**src/rtl/riscv_trace_buffer_if.sv**
```systemverilog
// Retire-trace port bundle: retire beat and control toward the buffer,
// head record and status back toward the consumer/debug side.
interface riscv_trace_buffer_if #(
   parameter int dwidth = 64,
   parameter int iwidth = 32,
   parameter int awidth = 5,
   parameter int cwidth = 16,
   parameter int DEPTH  = 8
);
   localparam int RW = 4*dwidth + iwidth + cwidth + awidth;
   localparam int CW = $clog2(DEPTH + 1);

   // capture control
   logic              i_riscv_trc_en;
   logic              i_riscv_trc_mode;
   logic              i_riscv_trc_clr;
   logic              i_riscv_trc_trig_en;
   logic [dwidth-1:0] i_riscv_trc_trig_pc;

   // retire beat
   logic              i_riscv_trc_valid;
   logic [iwidth-1:0] i_riscv_trc_inst;
   logic [cwidth-1:0] i_riscv_trc_cinst;
   logic [awidth-1:0] i_riscv_trc_rdaddr;
   logic [dwidth-1:0] i_riscv_trc_pc;
   logic [dwidth-1:0] i_riscv_trc_memaddr;
   logic [dwidth-1:0] i_riscv_trc_store;
   logic [dwidth-1:0] i_riscv_trc_rddata;

   // drain handshake
   logic              i_riscv_trc_rec_ready;
   logic              o_riscv_trc_rec_valid;
   logic [RW-1:0]     o_riscv_trc_rec;

   // status
   logic [CW-1:0]     o_riscv_trc_count;
   logic              o_riscv_trc_full;
   logic              o_riscv_trc_empty;
   logic              o_riscv_trc_overflow;
   logic [15:0]       o_riscv_trc_drop_cnt;
   logic              o_riscv_trc_frozen;

   modport master (
      output i_riscv_trc_en, i_riscv_trc_mode, i_riscv_trc_clr,
      output i_riscv_trc_trig_en, i_riscv_trc_trig_pc,
      output i_riscv_trc_valid, i_riscv_trc_inst, i_riscv_trc_cinst,
      output i_riscv_trc_rdaddr, i_riscv_trc_pc, i_riscv_trc_memaddr,
      output i_riscv_trc_store, i_riscv_trc_rddata, i_riscv_trc_rec_ready,
      input  o_riscv_trc_rec_valid, o_riscv_trc_rec, o_riscv_trc_count,
      input  o_riscv_trc_full, o_riscv_trc_empty, o_riscv_trc_overflow,
      input  o_riscv_trc_drop_cnt, o_riscv_trc_frozen
   );

   modport slave (
      input  i_riscv_trc_en, i_riscv_trc_mode, i_riscv_trc_clr,
      input  i_riscv_trc_trig_en, i_riscv_trc_trig_pc,
      input  i_riscv_trc_valid, i_riscv_trc_inst, i_riscv_trc_cinst,
      input  i_riscv_trc_rdaddr, i_riscv_trc_pc, i_riscv_trc_memaddr,
      input  i_riscv_trc_store, i_riscv_trc_rddata, i_riscv_trc_rec_ready,
      output o_riscv_trc_rec_valid, o_riscv_trc_rec, o_riscv_trc_count,
      output o_riscv_trc_full, o_riscv_trc_empty, o_riscv_trc_overflow,
      output o_riscv_trc_drop_cnt, o_riscv_trc_frozen
   );
endinterface

```
**src/rtl/riscv_trace_buffer.sv**
```systemverilog
// Circular retire-trace buffer with stop/overwrite capture, PC trigger with
// post-trigger freeze, and a valid/ready drain port for the trace consumer.
module riscv_trace_buffer #(
   parameter int dwidth = 64,
   parameter int iwidth = 32,
   parameter int awidth = 5,
   parameter int cwidth = 16,
   parameter int DEPTH  = 8,
   parameter int POST   = 4
) (
   input  logic                i_riscv_clk,
   input  logic                i_riscv_rst,
   riscv_trace_buffer_if.slave trc
);
   localparam int RW = 4*dwidth + iwidth + cwidth + awidth;
   localparam int CW = $clog2(DEPTH + 1);
   localparam int AW = $clog2(DEPTH);

   localparam logic [CW-1:0] DEPTH_C = CW'(DEPTH);
   localparam logic [CW-1:0] POST_C  = CW'(POST);
   localparam logic [CW-1:0] CNT_ONE = CW'(1);
   localparam logic [AW-1:0] PTR_ONE = AW'(1);

   typedef enum logic [1:0] {ST_IDLE, ST_RUN, ST_POST, ST_FROZEN} state_e;

   state_e        state_q, state_d;
   logic [AW-1:0] wr_ptr_q, wr_ptr_d;
   logic [AW-1:0] rd_ptr_q, rd_ptr_d;
   logic [CW-1:0] count_q, count_d;
   logic [CW-1:0] post_cnt_q, post_cnt_d;
   logic          overflow_q, overflow_d;
   logic [15:0]   drop_cnt_q, drop_cnt_d;
   logic [RW-1:0] mem_q [DEPTH];

   logic          capture;
   logic          frozen;
   logic          full;
   logic          empty;
   logic          push;
   logic          pop;
   logic          trig_hit;
   logic          wr_en;
   logic [RW-1:0] rec_in;

   assign full     = (count_q == DEPTH_C);
   assign empty    = (count_q == '0);
   assign push     = trc.i_riscv_trc_valid & capture;
   assign pop      = ~empty & trc.i_riscv_trc_rec_ready;
   assign trig_hit = trc.i_riscv_trc_trig_en &
                     (trc.i_riscv_trc_pc == trc.i_riscv_trc_trig_pc);

   assign rec_in = {trc.i_riscv_trc_pc, trc.i_riscv_trc_inst,
                    trc.i_riscv_trc_cinst, trc.i_riscv_trc_rdaddr,
                    trc.i_riscv_trc_rddata, trc.i_riscv_trc_memaddr,
                    trc.i_riscv_trc_store};

   // FSM state register
   always_ff @(posedge i_riscv_clk or posedge i_riscv_rst) begin
      if (i_riscv_rst) state_q <= ST_IDLE;
      else             state_q <= state_d;
   end

   // FSM next state: clr restarts capture from any state; disable wins over trigger
   always_comb begin
      state_d = state_q;
      if (trc.i_riscv_trc_clr) begin
         state_d = trc.i_riscv_trc_en ? ST_RUN : ST_IDLE;
      end else begin
         case (state_q)
            ST_IDLE: begin
               if (trc.i_riscv_trc_en) state_d = ST_RUN;
            end
            ST_RUN: begin
               if (!trc.i_riscv_trc_en)    state_d = ST_IDLE;
               else if (push && trig_hit)  state_d = (POST == 0) ? ST_FROZEN : ST_POST;
            end
            ST_POST: begin
               if (!trc.i_riscv_trc_en)               state_d = ST_IDLE;
               else if (push && post_cnt_q == CNT_ONE) state_d = ST_FROZEN;
            end
            ST_FROZEN: state_d = ST_FROZEN;
            default:   state_d = ST_IDLE;
         endcase
      end
   end

   // FSM outputs: capture window and frozen flag
   always_comb begin
      capture = 1'b0;
      frozen  = 1'b0;
      case (state_q)
         ST_RUN, ST_POST: capture = 1'b1;
         ST_FROZEN:       frozen  = 1'b1;
         default:         ;
      endcase
   end

   // Datapath next state: pointers, occupancy, post-trigger count, loss tracking
   always_comb begin
      wr_ptr_d   = wr_ptr_q;
      rd_ptr_d   = rd_ptr_q;
      count_d    = count_q;
      post_cnt_d = post_cnt_q;
      overflow_d = overflow_q;
      drop_cnt_d = drop_cnt_q;
      wr_en      = 1'b0;
      if (trc.i_riscv_trc_clr) begin
         wr_ptr_d   = '0;
         rd_ptr_d   = '0;
         count_d    = '0;
         post_cnt_d = '0;
         overflow_d = 1'b0;
         drop_cnt_d = '0;
      end else begin
         // dropped beats still advance the trigger/post count, keeping freeze in retire order
         if (push) begin
            if (state_q == ST_RUN && trig_hit)
               post_cnt_d = POST_C;
            else if (state_q == ST_POST && post_cnt_q != '0)
               post_cnt_d = post_cnt_q - CNT_ONE;
         end
         if (push) begin
            if (full && !pop && !trc.i_riscv_trc_mode) begin
               overflow_d = 1'b1;
               if (drop_cnt_q != 16'hFFFF) drop_cnt_d = drop_cnt_q + 16'd1;
            end else begin
               wr_en    = 1'b1;
               wr_ptr_d = wr_ptr_q + PTR_ONE;
               if (full && !pop) begin
                  // overwrite oldest: wr_ptr == rd_ptr when full, so read side moves too
                  rd_ptr_d   = rd_ptr_q + PTR_ONE;
                  overflow_d = 1'b1;
                  if (drop_cnt_q != 16'hFFFF) drop_cnt_d = drop_cnt_q + 16'd1;
               end else if (!pop) begin
                  count_d = count_q + CNT_ONE;
               end
            end
         end
         if (pop) begin
            rd_ptr_d = rd_ptr_q + PTR_ONE;
            if (!push) count_d = count_q - CNT_ONE;
         end
      end
   end

   // Datapath registers
   always_ff @(posedge i_riscv_clk or posedge i_riscv_rst) begin
      if (i_riscv_rst) begin
         wr_ptr_q   <= '0;
         rd_ptr_q   <= '0;
         count_q    <= '0;
         post_cnt_q <= '0;
         overflow_q <= 1'b0;
         drop_cnt_q <= '0;
      end else begin
         wr_ptr_q   <= wr_ptr_d;
         rd_ptr_q   <= rd_ptr_d;
         count_q    <= count_d;
         post_cnt_q <= post_cnt_d;
         overflow_q <= overflow_d;
         drop_cnt_q <= drop_cnt_d;
      end
   end

   // Record storage; contents are don't-care until written
   always_ff @(posedge i_riscv_clk) begin
      if (wr_en) mem_q[wr_ptr_q] <= rec_in;
   end

   assign trc.o_riscv_trc_rec_valid = ~empty;
   assign trc.o_riscv_trc_rec       = empty ? '0 : mem_q[rd_ptr_q];
   assign trc.o_riscv_trc_count     = count_q;
   assign trc.o_riscv_trc_full      = full;
   assign trc.o_riscv_trc_empty     = empty;
   assign trc.o_riscv_trc_overflow  = overflow_q;
   assign trc.o_riscv_trc_drop_cnt  = drop_cnt_q;
   assign trc.o_riscv_trc_frozen    = frozen;
endmodule

```
**src/flat_wrapper.sv**
```systemverilog
// flat-port wrapper written by rule: the top's interface ports become plain ports
module riscv_trace_buffer_flat 
#(
   parameter int dwidth = 64,
   parameter int iwidth = 32,
   parameter int awidth = 5,
   parameter int cwidth = 16,
   parameter int DEPTH  = 8,
   parameter int POST   = 4
)
  (i_riscv_clk, i_riscv_rst, trc_i_riscv_trc_en, trc_i_riscv_trc_mode, trc_i_riscv_trc_clr, trc_i_riscv_trc_trig_en, trc_i_riscv_trc_trig_pc, trc_i_riscv_trc_valid, trc_i_riscv_trc_inst, trc_i_riscv_trc_cinst, trc_i_riscv_trc_rdaddr, trc_i_riscv_trc_pc, trc_i_riscv_trc_memaddr, trc_i_riscv_trc_store, trc_i_riscv_trc_rddata, trc_i_riscv_trc_rec_ready, trc_o_riscv_trc_rec_valid, trc_o_riscv_trc_rec, trc_o_riscv_trc_count, trc_o_riscv_trc_full, trc_o_riscv_trc_empty, trc_o_riscv_trc_overflow, trc_o_riscv_trc_drop_cnt, trc_o_riscv_trc_frozen);
  riscv_trace_buffer_if #(.dwidth(dwidth), .iwidth(iwidth), .awidth(awidth), .cwidth(cwidth), .DEPTH(DEPTH)) trc_i ();
  input  logic i_riscv_clk;
  input  logic i_riscv_rst;
  input wire logic [$bits(trc_i.i_riscv_trc_en)-1:0] trc_i_riscv_trc_en;
  input wire logic [$bits(trc_i.i_riscv_trc_mode)-1:0] trc_i_riscv_trc_mode;
  input wire logic [$bits(trc_i.i_riscv_trc_clr)-1:0] trc_i_riscv_trc_clr;
  input wire logic [$bits(trc_i.i_riscv_trc_trig_en)-1:0] trc_i_riscv_trc_trig_en;
  input wire logic [$bits(trc_i.i_riscv_trc_trig_pc)-1:0] trc_i_riscv_trc_trig_pc;
  input wire logic [$bits(trc_i.i_riscv_trc_valid)-1:0] trc_i_riscv_trc_valid;
  input wire logic [$bits(trc_i.i_riscv_trc_inst)-1:0] trc_i_riscv_trc_inst;
  input wire logic [$bits(trc_i.i_riscv_trc_cinst)-1:0] trc_i_riscv_trc_cinst;
  input wire logic [$bits(trc_i.i_riscv_trc_rdaddr)-1:0] trc_i_riscv_trc_rdaddr;
  input wire logic [$bits(trc_i.i_riscv_trc_pc)-1:0] trc_i_riscv_trc_pc;
  input wire logic [$bits(trc_i.i_riscv_trc_memaddr)-1:0] trc_i_riscv_trc_memaddr;
  input wire logic [$bits(trc_i.i_riscv_trc_store)-1:0] trc_i_riscv_trc_store;
  input wire logic [$bits(trc_i.i_riscv_trc_rddata)-1:0] trc_i_riscv_trc_rddata;
  input wire logic [$bits(trc_i.i_riscv_trc_rec_ready)-1:0] trc_i_riscv_trc_rec_ready;
  output wire logic [$bits(trc_i.o_riscv_trc_rec_valid)-1:0] trc_o_riscv_trc_rec_valid;
  output wire logic [$bits(trc_i.o_riscv_trc_rec)-1:0] trc_o_riscv_trc_rec;
  output wire logic [$bits(trc_i.o_riscv_trc_count)-1:0] trc_o_riscv_trc_count;
  output wire logic [$bits(trc_i.o_riscv_trc_full)-1:0] trc_o_riscv_trc_full;
  output wire logic [$bits(trc_i.o_riscv_trc_empty)-1:0] trc_o_riscv_trc_empty;
  output wire logic [$bits(trc_i.o_riscv_trc_overflow)-1:0] trc_o_riscv_trc_overflow;
  output wire logic [$bits(trc_i.o_riscv_trc_drop_cnt)-1:0] trc_o_riscv_trc_drop_cnt;
  output wire logic [$bits(trc_i.o_riscv_trc_frozen)-1:0] trc_o_riscv_trc_frozen;
  assign trc_i.i_riscv_trc_en = trc_i_riscv_trc_en;
  assign trc_i.i_riscv_trc_mode = trc_i_riscv_trc_mode;
  assign trc_i.i_riscv_trc_clr = trc_i_riscv_trc_clr;
  assign trc_i.i_riscv_trc_trig_en = trc_i_riscv_trc_trig_en;
  assign trc_i.i_riscv_trc_trig_pc = trc_i_riscv_trc_trig_pc;
  assign trc_i.i_riscv_trc_valid = trc_i_riscv_trc_valid;
  assign trc_i.i_riscv_trc_inst = trc_i_riscv_trc_inst;
  assign trc_i.i_riscv_trc_cinst = trc_i_riscv_trc_cinst;
  assign trc_i.i_riscv_trc_rdaddr = trc_i_riscv_trc_rdaddr;
  assign trc_i.i_riscv_trc_pc = trc_i_riscv_trc_pc;
  assign trc_i.i_riscv_trc_memaddr = trc_i_riscv_trc_memaddr;
  assign trc_i.i_riscv_trc_store = trc_i_riscv_trc_store;
  assign trc_i.i_riscv_trc_rddata = trc_i_riscv_trc_rddata;
  assign trc_i.i_riscv_trc_rec_ready = trc_i_riscv_trc_rec_ready;
  assign trc_o_riscv_trc_rec_valid = trc_i.o_riscv_trc_rec_valid;
  assign trc_o_riscv_trc_rec = trc_i.o_riscv_trc_rec;
  assign trc_o_riscv_trc_count = trc_i.o_riscv_trc_count;
  assign trc_o_riscv_trc_full = trc_i.o_riscv_trc_full;
  assign trc_o_riscv_trc_empty = trc_i.o_riscv_trc_empty;
  assign trc_o_riscv_trc_overflow = trc_i.o_riscv_trc_overflow;
  assign trc_o_riscv_trc_drop_cnt = trc_i.o_riscv_trc_drop_cnt;
  assign trc_o_riscv_trc_frozen = trc_i.o_riscv_trc_frozen;
  riscv_trace_buffer #(.dwidth(dwidth), .iwidth(iwidth), .awidth(awidth), .cwidth(cwidth), .DEPTH(DEPTH), .POST(POST)) u_core (.i_riscv_clk(i_riscv_clk), .i_riscv_rst(i_riscv_rst), .trc(trc_i));
endmodule
```
**config.mk**
```make
export PLATFORM = sky130hd
export DESIGN_NAME = riscv_trace_buffer_flat
export DESIGN_NICKNAME = d
export VERILOG_FILES = /design/src/rtl/riscv_trace_buffer_if.sv /design/src/rtl/riscv_trace_buffer.sv /design/src/flat_wrapper.sv
export SDC_FILE = /design/constraint.sdc
export NUM_CORES = 2
export LEC_CHECK = 0
export CORE_ASPECT_RATIO = 0.5
export CORE_MARGIN = 1.5
export CORE_UTILIZATION = 35
export CTS_CLUSTER_SIZE = 28
export DETAILED_ROUTE_END_ITERATION = 10
export PLACE_DENSITY = 0.63
export SETUP_SLACK_MARGIN = 0.2
export SLEW_MARGIN = 20
export SYNTH_ARGS = -nofsm -noshare
export SYNTH_HDL_FRONTEND = slang
export SYNTH_SLANG_ARGS = --single-unit
```
**constraint.sdc**
```tcl
create_clock -name i_riscv_clk -period 91.2 [get_ports i_riscv_clk]
set_input_delay 13.68 -clock i_riscv_clk [delete_from_list [all_inputs] [get_ports i_riscv_clk]]
set_output_delay 13.68 -clock i_riscv_clk [all_outputs]
set_load 0.02 [all_outputs]
```
==> impl_results.md <==
* Count of different cell masters after synthesis at 55
* WL/cell at 27.0 um
* Most frequent cells after synthesis: 2,472 x edfxtp_1, 618 x mux4_2, 344 x nor2_1
* Placed cell count at ~8.4k
* Die X at about 740 um
* Net count, final at approximately 5.4k
* Power Total at 0.00303 W
* Fmax at 50.7 MHz
* Clock buffer depth at 4
* Sequential area share after synthesis at between 70% and 80%
* Post-synth EDFFs at between 2k and 2.5k
* Gpl congestion at approximately 0.8
* Post-synthesis register bit count at ~2.5k
* Worst-Skew Late Latency at 0.88 ns
* Vias per std cell at around 5.2
* Pwr Density at about 26 nW/um^2
* Worst vdd ir at 0.0339 mV
* Ranking of synthesized cells by area: edfxtp_1 77%, mux4_2 14%, mux2i_1 3.2%, nor2_1 1.3%, dfrtp_1 0.86%
* Cell chain of the critical path: buf_4 -> buf_6 -> buf_4 -> mux4_2 -> mux2i_1 -> nor2_1 -> clkdlybuf4s50_1
* Final Cycle Share at 21.6%
* Leakage at between 30 and 40 nW
* Worst R2R Setup Slack at 86.11 ns
* Post-CTS Setup Bufs at 0
* # IOs at approximately 700
* MaxCap Viol Count at 0
* Bufs and invs on worst path at 4
* Post-CTS Resized at 0
* TritonCTS clock tree: built
* Avg Inst Size Synth at roughly 23 um^2
* Worst path slowest cell: dfrtp_4
* Crit Path Max Fanout at between 50 and 60
* Final Hold Slack at a little over 0.5 ns
* Max-slew headroom at a little over a fifth
* GRT Overall Usage at 16.8%
* Yosys warns at 0
* Final setup viols at 0
* Status: complete, no violations
* Worst Path Required at between 70 and 80 ns
* Max stage delay on crit path at 1.05 ns
* Rows at about 140
* Hold Path Class: reg -> reg
* Total number of vias at between 40k and 50k
* Critical path class: reg -> out
* Mapped Area at 96,100 um^2
* Largest delay share family, worst path: buffers and inverters
* CTS Hold Buffers Added at 0
* Synth Instances at 4,247
* Worst endpoint data arrival time at 6.06 ns
* First-pass GRT wire length at 343,000 um
* Most frequent cell after synthesis: edfxtp_1
* Initial antenna violation count at between 50 and 60
* Fraction of registers with async set/reset at approximately 1.3%
* Fin cells at just under 9k
* Post-detail-place hpwl at 134,000 um
* Syn nets at 4,640
* Crit path time final at about 20 ns
* Post-Route WL at around 240,000 um
* Clock Sinks at 2,505
* Synth Flop Type: edfxtp_1
* Slew Viols, Final at 0
* R2R Path Start: u_core.state_q[0]$_DFFE_PP0P_
* Crit path from: u_core.rd_ptr_q[0]$_DFFE_PP0P_
* RSZ-0062 raised after global routing: false
* Clock slew at reported path FFs at around 0.07 ns
* Setup TNS at 0 ns
* DRC errors left at 0
* Synth area leader: edfxtp_1
* Endpoints failing hold at 0
* CTS Buf Count at 221
* Area delta synth->final at 19.5%
* Gr ovfl total at 0
* Die Area at around 280,000 um^2
* Die Y at 374 um
* Share of cells above drive strength 1 at 19.9%
* Initial Util at a little over a third
* CP Capture Type: primary output
* Share of the synthesized area in the top cell type at between 70% and 80%
* Worst slew pin tran at ~1.2 ns
* Hold Startpoint: u_core.trc.o_riscv_trc_overflow$_DFFE_PP0P_
* Vias in the first global route at 48.9k
* H-tree levels at 4
* First DRT Iteration DRCs at ~4.3k
* Most used cell along the critical path: buf_4
* Root buffer cell: clkbuf_16
* Final Skew at around 0.096 ns
* IO buf count at slightly above 700
* Largest net degree at the start of global routing at 167
* Core Region at about 270,000 um^2
* Setup crit start kind: register
* 1st-pass router iterations at 5
* DRT antenna net count at 0
where the power goes:
part           internal [W]  leakage (nW)  switching [W]  total [W]
logic              0.000331          8.24       0.000444   0.000774
clock network      0.000519          3.46       0.000417   0.000936
registers           0.00130          22.7      0.0000158    0.00132
total               0.00215          34.4       0.000877    0.00303
area by class of cell:
class / instances / area (um^2)
fillers: 23200 / 157000
inverters: 19 / 78.8
flip-flops and latches: 2505 / 75100
repair buffers: 789 / 7930
clock inverters: 137 / 1410
diodes: 19 / 47.5
multi-input cells: 1504 / 20100
clock buffers: 255 / 5700
well taps: 3630 / 4540
worst reg2reg max path: stages, from the launching register on:
cell and delay, ns:
dfrtp_1 0.40, inv_1 0.10, ha_1 0.30, and2_1 0.12
buf_4 0.20, o31ai_1 0.25, nor3_1 0.31, nor3b_2 0.31
buf_4 0.64, buf_4 0.92, buf_12 0.90
layout by cell type, fill, tap and decap left out, types with 4 or more instances in the layout:
master | Yosys | final
a211oi_1 | 4 | 4
a21oi_1 | 4 | 4
buf_12 | 0 | 14
buf_4 | 0 | 56
bufinv_16 | 0 | 25
clkbuf_1 | 115 | 30
clkbuf_16 | 0 | 221
clkbuf_8 | 0 | 4
clkdlybuf4s50_1 | 0 | 713
clkinv_1 | 1 | 43
clkinv_2 | 0 | 42
clkinv_8 | 0 | 4
clkinvlp_4 | 0 | 13
dfrtp_1 | 33 | 30
diode_2 | 0 | 19
edfxtp_1 | 2472 | 2472
ha_1 | 12 | 12
inv_1 | 18 | 18
inv_8 | 0 | 4
mux2i_1 | 312 | 312
mux4_2 | 618 | 618
nand2_1 | 21 | 21
nand2b_1 | 10 | 10
nand3_1 | 8 | 8
nand4_1 | 10 | 10
nor2_1 | 344 | 343
nor2b_1 | 5 | 5
nor3_1 | 10 | 9
nor4_1 | 18 | 16
o21ai_0 | 12 | 12
xnor2_1 | 20 | 20
xor2_1 | 54 | 54
registers in the layout, summed over array words and instances (netlist names):
| name | flops |
|---|---|
| u_core.post_cnt_q | 4 |
| u_core.trc.o_riscv_trc_overflow | 1 |
| u_core.trc.o_riscv_trc_count | 4 |
| u_core.wr_ptr_q | 3 |
| u_core.mem_q | 2472 |
| u_core.trc.o_riscv_trc_drop_cnt | 16 |
| u_core.state_q | 2 |
| u_core.rd_ptr_q | 3 |
routing by layer:
layer | vias to the layer above | GRT usage, % | wire [um]
li1 | 19200 | - | -
met1 | 25000 | 19.8 | 90500
met2 | 1176 | 31.4 | 131000
met3 | 394 | 2.11 | 8800
met4 | 2 | 6.15 | 9120
met5 | - | 0 | 13
kinds of logic after synthesis:
group / Yosys count / synth area share, %
compound gates: 37 / 0.275
xor+xnor: 74 / 0.674
fa+ha+maj: 12 / 0.156
buf+inv: 238 / 1.03
flops: 2505 / 78.1
mux: 931 / 17.7
simple gates: 450 / 2.04
through the flow:
stage               utilization, %  worst slack (ns)  area, um^2
floorplan                        -             46.23       96100
global placement              39.6             71.93      108000
detailed placement            39.6             71.82      108000
CTS                           42.2             70.85      115000
global route                  42.2             70.86      115000
finish                        42.3             71.46      115000
final timing paths:
path	depth (start not counted)	endpoint
setup reg to reg	10	u_core.mem_q[0][192]$_DFFE_PP_
hold / removal	2	u_core.trc.o_riscv_trc_overflow$_DFFE_PP0P_
setup / recovery	7	trc_o_riscv_trc_rec[194]
hold reg to reg	2	u_core.trc.o_riscv_trc_overflow$_DFFE_PP0P_
min in group asynchronous	3	u_core.trc.o_riscv_trc_drop_cnt[2]$_DFFE_PP0P_
max in group asynchronous	3	u_core.rd_ptr_q[1]$_DFFE_PP0P_
Note: power is estimated with default switching activity, not from simulation.
